### config.mk
export PLATFORM = sky130hd
export DESIGN_NAME = ei_generator
export DESIGN_NICKNAME = d
export VERILOG_FILES = /design/src/rtl/ei_generator.sv
export SDC_FILE = /design/constraint.sdc
export NUM_CORES = 1
export LEC_CHECK = 0
export BUFFER_PORTS_ARGS = -buffer_cell sky130_fd_sc_hd__buf_4
export CAP_MARGIN = 40
export CORE_MARGIN = 2
export CORE_UTILIZATION = 30
export DETAILED_ROUTE_END_ITERATION = 7
export PLACE_DENSITY_LB_ADDON = 0.12
export SYNTH_ARGS = -nofsm -noshare
export SYNTH_HDL_FRONTEND = slang
export SYNTH_SLANG_ARGS = --single-unit
### constraint.sdc
create_clock -name clock -period 1.5 [get_ports clock]
set_input_delay 0.075 -clock clock [delete_from_list [all_inputs] [get_ports clock]]
set_output_delay 0.075 -clock clock [all_outputs]
set_load 0.01 [all_outputs]
### src/rtl/ei_generator.sv
// ei_generator: enable-pulse source for the least-significant counter digit.
// Params: DIV (enable period while running, 1..255).
// Ports: clock, reset (sync, active-high), start/stop (level requests),
//        step (single-step request, rising edge), ei (one-cycle enable),
//        running (high while in RUN).
// Macro EI_GENERATOR_STEP_EN compiles in the STEP state and step edge detector.
module ei_generator #(
   parameter int unsigned DIV = 4
) (
   input  logic clock,
   input  logic reset,
   input  logic start,
   input  logic stop,
   input  logic step,
   output logic ei,
   output logic running
);

   typedef enum logic [1:0] {
      IDLE = 2'd0,
      RUN  = 2'd1,
      STEP = 2'd2
   } state_t;

   localparam logic [7:0] LAST = 8'(DIV - 1);

   state_t     state;
   logic [7:0] presc;
   logic [7:0] presc_nxt;
   logic       step_rise;

   assign presc_nxt = (presc == LAST) ? 8'd0 : presc + 8'd1;

`ifdef EI_GENERATOR_STEP_EN
   // Resets to 1 so a step held through reset is not taken as an edge.
   logic step_q;

   always_ff @(posedge clock) begin
      if (reset) step_q <= 1'b1;
      else       step_q <= step;
   end

   assign step_rise = step & ~step_q;
`else
   logic unused_step;

   assign unused_step = step;
   assign step_rise   = 1'b0;
`endif

   // Outputs are registered alongside the state so that at all times
   // ei == (RUN && presc == LAST) || STEP and running == RUN.
   always_ff @(posedge clock) begin
      if (reset) begin
         state   <= IDLE;
         presc   <= 8'd0;
         ei      <= 1'b0;
         running <= 1'b0;
      end else begin
         unique case (state)
            IDLE: begin
               if (!stop && start) begin
                  state   <= RUN;
                  presc   <= 8'd0;
                  ei      <= (LAST == 8'd0);
                  running <= 1'b1;
               end else if (!stop && step_rise) begin
                  state   <= STEP;
                  ei      <= 1'b1;
                  running <= 1'b0;
               end else begin
                  ei      <= 1'b0;
                  running <= 1'b0;
               end
            end
            RUN: begin
               if (stop) begin
                  state   <= IDLE;
                  presc   <= 8'd0;
                  ei      <= 1'b0;
                  running <= 1'b0;
               end else begin
                  presc   <= presc_nxt;
                  ei      <= (presc_nxt == LAST);
                  running <= 1'b1;
               end
            end
            STEP: begin
               state   <= IDLE;
               ei      <= 1'b0;
               running <= 1'b0;
            end
            default: begin
               state   <= IDLE;
               presc   <= 8'd0;
               ei      <= 1'b0;
               running <= 1'b0;
            end
         endcase
      end
   end

endmodule

==> flow_summary.ini, run 1 <==
[detailed_routing]
finalWirelength_mm = 1.50
via_per_inst = 5.07
vias = 598
first_pass_iters = 4
route.detailed.drc = 0
wire_per_inst_microns = 12.7
drt_iter0_markers = 13
ant_nets = 0

[pwr]
p_sw_uw = 140
leakage_uw = 0.000327
ir_drop_uv = 382
sequentialPowerShare = 0.539
pwr_density_cell_nw_per_um2 = 688
comb_power_share = 0.075
clock_power_share = 0.386
switching_share = 0.253
p_int_uw = 413

[timing]
hold_viol = 0
slew_viol_final = 0
finalClockSkew_ns = 0.00731
fin_ws_ns = -0.0563
max-slew-margin-rel = 0.815
period_share = 1.04
fmax_ghz = 0.643
worst_pin_slew_ns = 0.277
finalSetupViolCount = 2
rsz0062_at_grt = yes
fin_crit_ns = 1.56

[yosys]
synth_commonest_cells = dfxtp_1 (11), nand2_1 (8), nor2_1 (8)
syn_area_sq_um = 633
synth.most_common_cell = dfxtp_1
avgSynthCellArea_sq_um = 8.22
ys_seq_area_frac = 0.348
yosysTopAreaCell = dfxtp_1
synth-edff-count = 0
synthTopCellsByArea = dfxtp_1 (35%), xnor2_1 (5.5%), nand2_1 (4.7%), nor2_1 (4.7%), ha_1 (4.0%)
synthFlopType = dfxtp_1
ys_warn_count = 0
ys_ff_latch = 11
synth_cell_types = 29
syn-num-nets = 84
synthArstFlopShare = 0
yosysTopAreaCellShare = 0.348
syn_inst = 77

[job]
cap_violations = 0

[grt]
grt_usage = 0.133
grt_pass1_vias = 536
grt_first_pass_wirelength_mm = 2.47
grt_max_degree = 11
antenna_found_initial = 0
gr-total-overflow = 0

[clocking]
cts_tree = done
cts_setup_buffers = 0
max-clock-path-buffers = 2
cts_max_level = 1
clkTransAtPathRegs_ns = 0.08
cts.sinks = 11
cts_made_buffers = 3
clock_latency_ns = 0.28
cts-root-buf = clkbuf_4

[placed_design]
io_buffers = 5
dpl_worst_slack_ns = -0.0512
placedCellCount = 113
place_hpwl_mm = 1.08
gp_congestion = 0.756

[finish]
synthToLayoutAreaGrowth_pct = 27.1
antennaDiodeCount = 0
nets = 99
drive_gt1_frac = 0.253
instances_no_fill = 118

[setup_path]
critPathArrivalTime_ns = 1.71
crit_path_start_kind = register
crit_required_ns = 1.66
critPathMaxFanout = 2
worst_setup_path_end_kind = register
critical_path_class = register to register

[die]
io_pins = 7
die-area_sq_um = 2490
rows = 16
die-height_microns = 49.9
initial_utilization = 0.319
coreArea_sq_um = 1980
die_w_microns = 49.9

[status]
violations = setup timing
status = finished with violations

[worst_hold_path]
hp-class = input pin to register
## sequential cells by signal, summed over array words and instances, names as in the netlist
| register | flops |
|---|---|
| presc | 8 |
| state | 1 |
| running | 1 |
| ei | 1 |
## logic make-up after synthesis
kind of cell | count (synthesis) | synth area share
AOI/OAI and AO/OA | 17 | 0.209
xor gates and xnor gates | 4 | 0.0553
adders and majority gates | 2 | 0.0395
buffers and inverters | 8 | 0.0613
DFF | 11 | 0.348
and+or+nand+nor | 35 | 0.287
## power groups by stage
stage | clock (uW) | combinational, uW | sequential, uW
detailed placement | 0 | 37.7 | 305
global route | 238 | 46.6 | 299
floorplan | 0 | 19.7 | 306
finish | 214 | 41.5 | 298
global placement | 0 | 38.0 | 305
CTS | 218 | 40.0 | 298
## through the flow
| step | util | hold slack [ns] | total power (uW) | area, sq um | TNS [ns] |
|---|---|---|---|---|---|
| global placement | 0.376 | 0.277 | 343 | 744 | -0.0555 |
| detailed placement | 0.376 | 0.282 | 343 | 744 | -0.0512 |
| CTS | 0.395 | 0.0426 | 556 | 782 | -0.0923 |
| global route | 0.406 | 0.0435 | 584 | 805 | -0.140 |
| finish | 0.406 | 0.0384 | 553 | 805 | -0.0634 |
| floorplan | - | 0.154 | 325 | 633 | -0.125 |
## worst paths after layout
path,startpoint,end,slack (ns),cells past startpoint
worst max-delay path,presc[3],presc[0],-0.06,4
worst min-delay path,reset,presc[2],0.04,2
worst max register to register,presc[3],presc[0],-0.06,4
worst min register to register,presc[6],presc[6],0.60,1
## cells in the final DEF, fill, tap and decap left out, types with 2 or more instances in the layout
master,count
a21oi_1,3
a2bb2oi_1,2
and4_1,2
buf_4,14
clkbuf_4,3
dfxtp_1,11
inv_1,3
nand2_1,8
nand2b_1,3
nand3_1,5
nor2_1,8
nor2b_1,2
nor3_1,3
o211a_1,2
o21ai_0,3
xnor2_1,4
## final cells by class
cell class	count	area [sq um]
inverter	3	11.3
tap	27	33.8
fill	198	1180
clock inverter	1	5.00
sequential	11	220
clock buffer	3	22.5
multi-input combinational	58	397
timing repair buffer	15	115
## per-layer routing
metal / track usage / wire length, microns / part of all wire
met5: 0 / 0 / 0
met2: 0.184 / 648 / 0.43
met4: 0.0694 / 23 / 0.015
met3: 0.0273 / 56 / 0.037
met1: 0.190 / 773 / 0.51
## what timing repair did
action | in CTS | in global routing
endpoints found under the setup margin | 2 | 2
gates resized for setup | 0 | 4
endpoints found under the hold margin | 2 | 0
pin swaps | 0 | 1
hold buffers | 1 | 0
cloned | 0 | 0
## critical path, cell delays in order, from the launching register on
cell and delay, ns:
dfxtp_1 0.31, or4_4 0.54, or2_4 0.27, o311ai_4 0.22, a21oi_1 0.09
Note: power is estimated with default switching activity, not from simulation.
==> inputs of run 2 (changes only) <==
--- a/config.mk
+++ b/config.mk
@@ -7,6 +7,7 @@
 export LEC_CHECK = 0
 export BUFFER_PORTS_ARGS = -buffer_cell sky130_fd_sc_hd__buf_4
 export CAP_MARGIN = 40
+export CORE_ASPECT_RATIO = 1.4
 export CORE_MARGIN = 2
 export CORE_UTILIZATION = 30
 export DETAILED_ROUTE_END_ITERATION = 7
==> run 2 against run 1 <==
The run still ends with setup timing left. Non-clock buffer count rose by 3. Clock power fell by 2%. Sequential share of layout area fell by 0.39 points. Via count fell by 1.7%. Global-route usage rose by 0.16 points. Combinational power rose by 2%. Register-to-register slack improved by 0.02 ns. Clock skew fell by 0.00073 ns. Final area rose by 2.0%. Critical path type unchanged. Critical endpoint unchanged.
==> flow_summary.ini, run 2 (same netlist as run 1, synthesis figures left out) <==
[status]
status = finished with violations
violations = setup timing

[die]
rows = 19
die_w_microns = 42.8
io_pins = 7
coreArea_sq_um = 1970
die-height_microns = 58.4
die-area_sq_um = 2500
initial_utilization = 0.321

[detailed_routing]
via_per_inst = 5.11
route.detailed.drc = 0
wire_per_inst_microns = 12.3
finalWirelength_mm = 1.41
ant_nets = 0
first_pass_iters = 4
drt_iter0_markers = 14
vias = 588

[grt]
grt_usage = 0.135
grt_pass1_vias = 576
grt_max_degree = 11
antenna_found_initial = 0
grt_first_pass_wirelength_mm = 2.46
gr-total-overflow = 0

[timing]
period_share = 1.02
fin_ws_ns = -0.0359
fmax_ghz = 0.651
max-slew-margin-rel = 0.813
slew_viol_final = 0
hold_viol = 0
finalClockSkew_ns = 0.00658
worst_pin_slew_ns = 0.281
finalSetupViolCount = 1
rsz0062_at_grt = yes
fin_crit_ns = 1.54

[finish]
instances_no_fill = 115
final_cell_area_sq_um = 821
largest_reg_flops = 8
synthToLayoutAreaGrowth_pct = 29.6
fin_util = 0.416
drive_gt1_frac = 0.277
regMostFlops = presc
nFillCells = 208
nets = 102
final_common_cell = buf_4
antennaDiodeCount = 0
final_cell_mix = buf_4 (17), dfxtp_1 (10), nand2_1 (8), nor2_1 (8), nand3_1 (5)

[clocking]
cts_max_level = 1
max-clock-path-buffers = 2
cts_made_buffers = 3
cts_setup_buffers = 0
clock_latency_ns = 0.27
cts.sinks = 11
cts-root-buf = clkbuf_4
clkTransAtPathRegs_ns = 0.08
cts_tree = done

[setup_path]
crit_path_start_kind = register
critPathMaxFanout = 2
worst_setup_path_end_kind = register
crit_required_ns = 1.66
critPathArrivalTime_ns = 1.70
critical_path_class = register to register

[placed_design]
placedCellCount = 110
gp_congestion = 0.734
placed_cell_area_sq_um = 759
place_hpwl_mm = 1.10
io_buffers = 5

[pwr]
leakage_uw = 0.000343
total_power_uw = 550
ir_drop_uv = 420
pwr_density_cell_nw_per_um2 = 670

[job]
cap_violations = 0

[worst_hold_path]
hp-class = input pin to register
==> run 2: per-stage QoR <==
step	hold WS, ns	setup TNS, ns	setup slack (ns)
floorplan	0.154	-0.125	-0.0955
global placement	0.272	-0.0312	-0.0312
detailed placement	0.278	-0.0426	-0.0426
CTS	0.0466	-0.0455	-0.0455
global route	0.0524	-0.105	-0.0734
finish	0.0365	-0.0359	-0.0359
==> run 2: power breakdown <==
| part | switching [uW] | internal [uW] |
|---|---|---|
| clock | 106 | 103 |
| combinational | 22.6 | 19.6 |
| sequential | 3.00 | 295 |
==> run 2: what timing repair did <==
action                                  CTS  global route
resized for setup                         0             5
endpoints found under the hold margin     2             0
hold buffers                              1             0
endpoints found under the setup margin    1             2
pin swaps                                 0             1
==> run 2: critical path, cell delays in order, from the launching register on <==
cell	delay (ns)
dfxtp_2	0.32
or4_4	0.54
or2_4	0.26
o311ai_4	0.23
a21oi_2	0.08
==> run 2: final cells by class <==
cell class,instances,area [sq um],area share
Multi-Input combinational cell,58,398,0.485
Sequential cell,11,221,0.270
Timing Repair Buffer,18,138,0.168
Clock buffer,4,26.3,0.0320
Tap cell,21,26.3,0.0320
Inverter,3,11.3,0.0137
==> run 2: final timing paths <==
kind / startpoint / end / slack, ns / cells after the start
max: presc[3] / presc[0] / -0.04 / 4
min: reset / presc[0] / 0.04 / 2
max reg2reg: presc[3] / presc[0] / -0.04 / 4
min reg2reg: presc[1] / presc[1] / 0.55 / 2
==> run 2: per-layer routing <==
layer	track usage	routed length [microns]
met5	0	0
met4	0.0804	22
met3	0.0307	47
met2	0.249	741
met1	0.133	602
